`config.mk`:
```
export PLATFORM = sky130hd
export DESIGN_NAME = id_stage
export DESIGN_NICKNAME = d
export VERILOG_FILES = /design/src/rtl/id_pkg.sv /design/src/rtl/imm_gen.sv /design/src/rtl/id_stage.sv
export SDC_FILE = /design/constraint.sdc
export NUM_CORES = 1
export LEC_CHECK = 0
export CAP_MARGIN = 20
export CORE_MARGIN = 2
export CORE_UTILIZATION = 42
export DETAILED_ROUTE_END_ITERATION = 10
export GPL_TIMING_DRIVEN = 0
export PLACE_DENSITY = 0.85
export REMOVE_ABC_BUFFERS = 1
export SLEW_MARGIN = 20
export SYNTH_ARGS = -nofsm -noshare
export SYNTH_HDL_FRONTEND = slang
export SYNTH_SLANG_ARGS = --single-unit
```
`constraint.sdc`:
```
create_clock -name clk_i -period 8.5 [get_ports clk_i]
set_clock_uncertainty 0.15 [all_clocks]
set_input_delay 1.7 -clock clk_i [delete_from_list [all_inputs] [get_ports clk_i]]
set_output_delay 1.7 -clock clk_i [all_outputs]
set_load 0.02 [all_outputs]
```
`src/rtl/id_pkg.sv`:
```
// Shared decode definitions for the instruction-decode stage: opcodes, widths,
// FSM state, decode-register layout and operand-usage helpers.
package id_pkg;

  localparam int XLEN  = 32;
  localparam int REG_W = 5;
  localparam int OPC_W = 7;
  localparam int F3_W  = 3;
  localparam int F7_W  = 7;

  localparam logic [XLEN-1:0] NOP_INSTR_DEFAULT = 32'h00000013;

  localparam logic [OPC_W-1:0] OPC_LOAD   = 7'b0000011;
  localparam logic [OPC_W-1:0] OPC_OP_IMM = 7'b0010011;
  localparam logic [OPC_W-1:0] OPC_AUIPC  = 7'b0010111;
  localparam logic [OPC_W-1:0] OPC_STORE  = 7'b0100011;
  localparam logic [OPC_W-1:0] OPC_OP     = 7'b0110011;
  localparam logic [OPC_W-1:0] OPC_LUI    = 7'b0110111;
  localparam logic [OPC_W-1:0] OPC_BRANCH = 7'b1100011;
  localparam logic [OPC_W-1:0] OPC_JALR   = 7'b1100111;
  localparam logic [OPC_W-1:0] OPC_JAL    = 7'b1101111;
  localparam logic [OPC_W-1:0] OPC_SYSTEM = 7'b1110011;

  typedef enum logic {
    ST_RUN  = 1'b0,
    ST_KILL = 1'b1
  } id_state_e;

  typedef enum logic [2:0] {
    FMT_NONE,
    FMT_I,
    FMT_S,
    FMT_B,
    FMT_U,
    FMT_J
  } imm_fmt_e;

  typedef struct packed {
    logic             valid;
    logic [XLEN-1:0]  pc;
    logic [XLEN-1:0]  instr;
    logic [OPC_W-1:0] opcode;
    logic [F3_W-1:0]  funct3;
    logic [F7_W-1:0]  funct7;
    logic [REG_W-1:0] rd;
    logic [REG_W-1:0] rs1;
    logic [REG_W-1:0] rs2;
    logic [XLEN-1:0]  imm;
  } dec_t;

  function automatic imm_fmt_e fmt_of(input logic [OPC_W-1:0] opc);
    imm_fmt_e fmt;
    fmt = FMT_NONE;
    case (opc)
      OPC_LOAD, OPC_OP_IMM, OPC_JALR, OPC_SYSTEM: fmt = FMT_I;
      OPC_STORE:                                  fmt = FMT_S;
      OPC_BRANCH:                                 fmt = FMT_B;
      OPC_LUI, OPC_AUIPC:                         fmt = FMT_U;
      OPC_JAL:                                    fmt = FMT_J;
      default:                                    fmt = FMT_NONE;
    endcase
    return fmt;
  endfunction

  // Only real source-register reads may create a load-use stall.
  function automatic logic uses_rs1(input logic [OPC_W-1:0] opc);
    return (opc == OPC_LOAD)  || (opc == OPC_OP_IMM) || (opc == OPC_STORE) ||
           (opc == OPC_OP)    || (opc == OPC_BRANCH) || (opc == OPC_JALR)  ||
           (opc == OPC_SYSTEM);
  endfunction

  function automatic logic uses_rs2(input logic [OPC_W-1:0] opc);
    return (opc == OPC_OP) || (opc == OPC_STORE) || (opc == OPC_BRANCH);
  endfunction

endpackage

```
`src/rtl/imm_gen.sv`:
```
// Combinational immediate generator: sign-extends the I/S/B/U/J immediate
// selected by the opcode; formats without an immediate yield zero.
module imm_gen
  import id_pkg::*;
(
  input  logic [XLEN-1:0] instr_i,
  output logic [XLEN-1:0] imm_o
);

  imm_fmt_e w_fmt;

  assign w_fmt = fmt_of(instr_i[OPC_W-1:0]);

  always_comb begin
    imm_o = '0;
    case (w_fmt)
      FMT_I: imm_o = {{20{instr_i[31]}}, instr_i[31:20]};
      FMT_S: imm_o = {{20{instr_i[31]}}, instr_i[31:25], instr_i[11:7]};
      FMT_B: imm_o = {{19{instr_i[31]}}, instr_i[31], instr_i[7],
                      instr_i[30:25], instr_i[11:8], 1'b0};
      FMT_U: imm_o = {instr_i[31:12], 12'b0};
      FMT_J: imm_o = {{11{instr_i[31]}}, instr_i[31], instr_i[19:12],
                      instr_i[20], instr_i[30:21], 1'b0};
      default: imm_o = '0;
    endcase
  end

endmodule

```
`src/rtl/id_stage.sv`:
```
// Instruction-decode stage with load-use stall, execute redirect and a
// one-cycle KILL state. Define ID_EARLY_JAL_EN to redirect JAL from decode.
module id_stage
  import id_pkg::*;
#(
  parameter logic [XLEN-1:0] NOP_INSTR = NOP_INSTR_DEFAULT
) (
  input  logic              clk_i,
  input  logic              rst_i,
  input  logic [XLEN-1:0]   pc_i,
  input  logic [XLEN-1:0]   instr_i,
  input  logic              valid_i,
  output logic              stall_o,
  output logic              flush_o,
  output logic [XLEN-1:0]   pc_b_j_o,
  output logic              take_b_j_sig_o,
  input  logic              ex_ready_i,
  input  logic              ex_mem_read_i,
  input  logic [REG_W-1:0]  ex_rd_i,
  input  logic              ex_take_b_j_i,
  input  logic [XLEN-1:0]   ex_pc_b_j_i,
  output logic              valid_o,
  output logic [XLEN-1:0]   pc_o,
  output logic [XLEN-1:0]   instr_o,
  output logic [OPC_W-1:0]  opcode_o,
  output logic [F3_W-1:0]   funct3_o,
  output logic [F7_W-1:0]   funct7_o,
  output logic [REG_W-1:0]  rd_o,
  output logic [REG_W-1:0]  rs1_o,
  output logic [REG_W-1:0]  rs2_o,
  output logic [XLEN-1:0]   imm_o,
  output id_state_e         state_o
);

  // Handshake: fetch presents pc_i/instr_i while valid_i=1 and holds them while
  // stall_o=1; the decode register transfers to execute only when ex_ready_i=1,
  // otherwise it holds every field.

  id_state_e        r_state;
  dec_t             r_dec;
  dec_t             w_dec;
  dec_t             w_bubble;
  logic [XLEN-1:0]  w_imm;
  logic [XLEN-1:0]  w_jal_tgt;
  logic [OPC_W-1:0] w_opc;
  logic [REG_W-1:0] w_rs1;
  logic [REG_W-1:0] w_rs2;
  logic             w_run;
  logic             w_hazard;
  logic             w_early_jal;

  imm_gen u_imm_gen (
    .instr_i (instr_i),
    .imm_o   (w_imm)
  );

  assign w_opc = instr_i[6:0];
  assign w_rs1 = instr_i[19:15];
  assign w_rs2 = instr_i[24:20];
  assign w_run = (r_state == ST_RUN);

  assign w_hazard = w_run && valid_i && ex_mem_read_i && (ex_rd_i != '0) &&
                    ((uses_rs1(w_opc) && (ex_rd_i == w_rs1)) ||
                     (uses_rs2(w_opc) && (ex_rd_i == w_rs2)));

`ifdef ID_EARLY_JAL_EN
  assign w_early_jal = w_run && valid_i && (w_opc == OPC_JAL) && !w_hazard &&
                       ex_ready_i && !ex_take_b_j_i;
  assign w_jal_tgt   = pc_i + w_imm;
`else
  assign w_early_jal = 1'b0;
  assign w_jal_tgt   = '0;
`endif

  always_comb begin
    w_bubble       = '0;
    w_bubble.instr = NOP_INSTR;
  end

  always_comb begin
    w_dec        = '0;
    w_dec.valid  = 1'b1;
    w_dec.pc     = pc_i;
    w_dec.instr  = instr_i;
    w_dec.opcode = w_opc;
    w_dec.funct3 = instr_i[14:12];
    w_dec.funct7 = instr_i[31:25];
    w_dec.rd     = instr_i[11:7];
    w_dec.rs1    = w_rs1;
    w_dec.rs2    = w_rs2;
    w_dec.imm    = w_imm;
  end

  // Execute redirect outranks every other control; all strobes are masked in reset.
  always_comb begin
    take_b_j_sig_o = 1'b0;
    flush_o        = 1'b0;
    pc_b_j_o       = '0;
    stall_o        = 1'b0;
    if (!rst_i) begin
      if (ex_take_b_j_i) begin
        take_b_j_sig_o = 1'b1;
        flush_o        = 1'b1;
        pc_b_j_o       = ex_pc_b_j_i;
      end else begin
        stall_o = w_hazard || !ex_ready_i;
        if (w_early_jal) begin
          take_b_j_sig_o = 1'b1;
          flush_o        = 1'b1;
          pc_b_j_o       = w_jal_tgt;
        end
      end
    end
  end

  always_ff @(posedge clk_i or posedge rst_i) begin
    if (rst_i) begin
      r_state <= ST_RUN;
      r_dec   <= w_bubble;
    end else if (ex_take_b_j_i) begin
      r_state <= ST_KILL;
      r_dec   <= w_bubble;
    end else begin
      r_state <= w_early_jal ? ST_KILL : ST_RUN;
      if (ex_ready_i) begin
        if (!w_run || w_hazard || !valid_i) begin
          r_dec <= w_bubble;
        end else begin
          r_dec <= w_dec;
        end
      end
    end
  end

  assign valid_o  = r_dec.valid;
  assign pc_o     = r_dec.pc;
  assign instr_o  = r_dec.instr;
  assign opcode_o = r_dec.opcode;
  assign funct3_o = r_dec.funct3;
  assign funct7_o = r_dec.funct7;
  assign rd_o     = r_dec.rd;
  assign rs1_o    = r_dec.rs1;
  assign rs2_o    = r_dec.rs2;
  assign imm_o    = r_dec.imm;
  assign state_o  = r_state;

endmodule

```
==> results.md <==
* Clk pin slew, worst setup/hold paths at 0.07 ns
* Category of the most critical setup path: input pin to primary output
* Final Power at 1.14 mW
* Layout Utilization at 0.712
* Mapped Cells at 426
* WP data required at 6.65 ns
* CTS tree: built
* Worst Path Max Fanout at 17
* Avg Synthesized Cell Area at 11.2 um2
* Pleak at 3.22 nW
* Synth Warn # at 0
* # diodes at 0
* Sequential cell area at 2530 um2
* Top_reg_cell synth: dfrtp_1
* Status: finished, final reports clean
* Average vias per placed instance at 5.53
* Total GRT Usage at 0.249
* Nets at 758
* Rel. slew slack at 0.356
* I/O pins at 272
* Die height at 111 um
* Detail Route Antenna Nets at 0
* Met1 global-route usage at 0.310
* Placer congestion estimate at 0.850
* Clock buffer depth at 2
* Seq cells post-synth at 101
* CP Launch Type: input pin
* Core footprint at 11000 um2
* Yosys cell types at 44
* Routed via count at 4400
* Setup-failing EPs final at 0
* Clock root buffer: clkbuf_16
* Peak supply drop at 83.7 uV
* R2R depth at 7
* Max-cap violation count at 0
* Die area at 12200 um2
* Synthesis-to-layout area growth at 63.9%
* Crit-path cells: clkdlybuf4s50_1 -> and2b_1 -> o22ai_1 -> nor4_4 -> nor2_1 -> nor3_1 -> clkdlybuf4s50_1
* R2R Setup Slk at 5.76 ns
* Worst Hold Class: flip-flop to flip-flop
* Pwr/cell area at 146 nW/um2
* Hold Path Sink: imm_o[22]
* 1st-pass router iterations at 5
* Rows at 38
* Area of the multi-input gates at 1860 um2
* Grt total ovfl at 0
* Setup Fix Bufs, Post-CTS at 0
* Layout cell share with drive strength beyond 1 at 0.0579
* CP Data Arrival Time at 4.71 ns
* Slowest CP cell: clkdlybuf4s50_1
* Crit end category: primary output
* Starting Density at 0.434
* Post-Route Setup TNS at 0 ns
* Final cycle utilization of the critical path at 0.772
* Ys async rst share at 1.00
* Max Clock Freq at 152 MHz
* RSZ-0062 raised after global routing: no
* CTS Sinks at 101
* Largest net degree at the start of global routing at 79
* RR Startpoint: state_o
* Worst Hold Depth at 2
* Vias in the first global route at 4563
* Fin. Hold Viols at 0
* First-pass GRT wire length at 24.7 mm
* CTS buffer count at 9
* Layer with the highest usage: met2
* Hold_buf cts at 0
* CP dominant cell by count: clkdlybuf4s50_1
* Reg-to-reg endpoint: imm_o[5]
* Largest stage delay, worst path at 0.75 ns
* Grt met3 use at 0.0456
* Sequential share of the synthesized area at 0.531
* DR WL/cell at 19.2 um
* Slew of the pin with the lowest slew margin at 0.965 ns
* Violation count after the first detailed-routing iteration at 243
* Synth Cell Area at 4770 um2
* Initial antenna violation count at 0
* Post-synth EDFFs at 0
* Filler instances at 819
* Slew Limit Fails at 0
* Post_cts resized at 0
* Hold Startpoint: imm_o[22]
* Total Wirelength at 15.2 mm
* Final min period at 6.56 ns
* Port Buf Inserts at 271
* Die width at 111 um
* HPWL Detailed at 11.5 mm
* Met2 Usage GRT at 0.428
* Number of H-tree branching levels at 3
* Drt drc at 0
* Worst-Skew Late Latency at 0.34 ns
## registers in the layout, indices dropped and copies added, names as in the netlist
| name | count |
|---|---|
| imm_o | 32 |
| instr_o | 32 |
| opcode_o | 3 |
| pc_o | 32 |
| state_o | 1 |
| valid_o | 1 |
## cells in the final DEF, fill, tap and decap left out, types with 2 or more instances in the layout
cell type	Yosys	routed
a21o_1	2	2
a21oi_1	24	24
a22o_1	76	76
a31oi_1	2	2
a32o_1	9	9
and2_1	32	32
and3b_1	2	2
buf_16	0	6
buf_6	3	2
bufinv_16	0	2
clkbuf_16	0	9
clkdlybuf4s50_1	0	271
dfrtp_1	98	98
dfstp_2	3	3
inv_1	3	2
inv_6	0	3
nand2_1	28	28
nand2b_1	2	2
nand3_1	7	7
nor2_1	6	5
nor2_4	1	2
nor2b_1	3	2
nor3_1	6	5
nor3b_1	3	3
o21ai_0	3	3
o22ai_1	2	2
o31ai_1	19	19
o32a_1	2	2
xnor2_1	11	11
## report_power, final
part	leakage [nW]	switching [mW]	internal [mW]
logic	1.67	0.0916	0.0993
registers	1.39	0.00598	0.489
clock network	0.159	0.190	0.262
## cell type report
type	instances	share of cell area
Clock buffer	9	0.0288
Clock inverter	7	0.0136
Inverter	3	0.00208
Multi-Input combinational cell	257	0.238
Sequential cell	101	0.324
Tap cell	140	0.0224
Timing Repair Buffer	279	0.371
## metrics by stage
step | hold slack (ns) | worst slack (ns) | instance area (um2) | std cells
2_1_floorplan | 0.429 | 2.92 | 4380 | 361
3_3_place_gp | 0.310 | 0.904 | 7260 | 772
3_5_place_dp | 0.315 | 2.02 | 7480 | 780
4_1_cts | 0.331 | 1.99 | 7810 | 796
5_1_grt | 0.353 | 1.73 | 7820 | 796
6_report | 0.328 | 1.94 | 7820 | 796
## routing by layer
| metal | share of wire | vias up | routed length, um |
|---|---|---|---|
| li1 | - | 2001 | - |
| met1 | 0.41 | 2167 | 6220 |
| met2 | 0.51 | 197 | 7770 |
| met3 | 0.055 | 35 | 846 |
| met4 | 0.027 | 0 | 408 |
| met5 | 0 | - | 0 |
## worst max-delay path: cells and delay by family
kind                   cells  cell delay [ns]
buffers and inverters      2             1.40
AO/OA/AOI/OAI              1             0.19
AND/OR/NAND/NOR            4             1.43
## kinds of logic (layout without fill, tap and decap cells)
family | Yosys count | count (layout) | share of synthesized area
compound gates | 147 | 147 | 0.248
flops | 101 | 101 | 0.531
xor+xnor | 11 | 11 | 0.0202
simple gates | 99 | 99 | 0.117
buf+inv | 68 | 298 | 0.0847
## worst max-delay path by stage
| stage | start | endpoint | slack (ns) |
|---|---|---|---|
| finish | instr_i[4] | stall_o | 1.94 |
| global route | instr_i[4] | stall_o | 1.73 |
| CTS | instr_i[4] | stall_o | 1.99 |
| detailed placement | instr_i[4] | stall_o | 2.02 |
| global placement | ex_take_b_j_i | pc_o[17] | 0.90 |
| floorplan | instr_i[4] | stall_o | 2.92 |
## cells in the mapped netlist, drive strengths merged (6+ instances only)
master	n	area (um2)
and2	32	200
clkbuf	23	86.3
nand3	7	35.0
buf	42	307
o31ai	19	143
nor2	7	33.8
a21oi	24	120
nor3	6	30.0
nand2	28	105
xnor2	11	96.3
a32o	9	90.1
a22o	76	666
dfrtp	98	2450
Power figures use the tool's default switching activity.
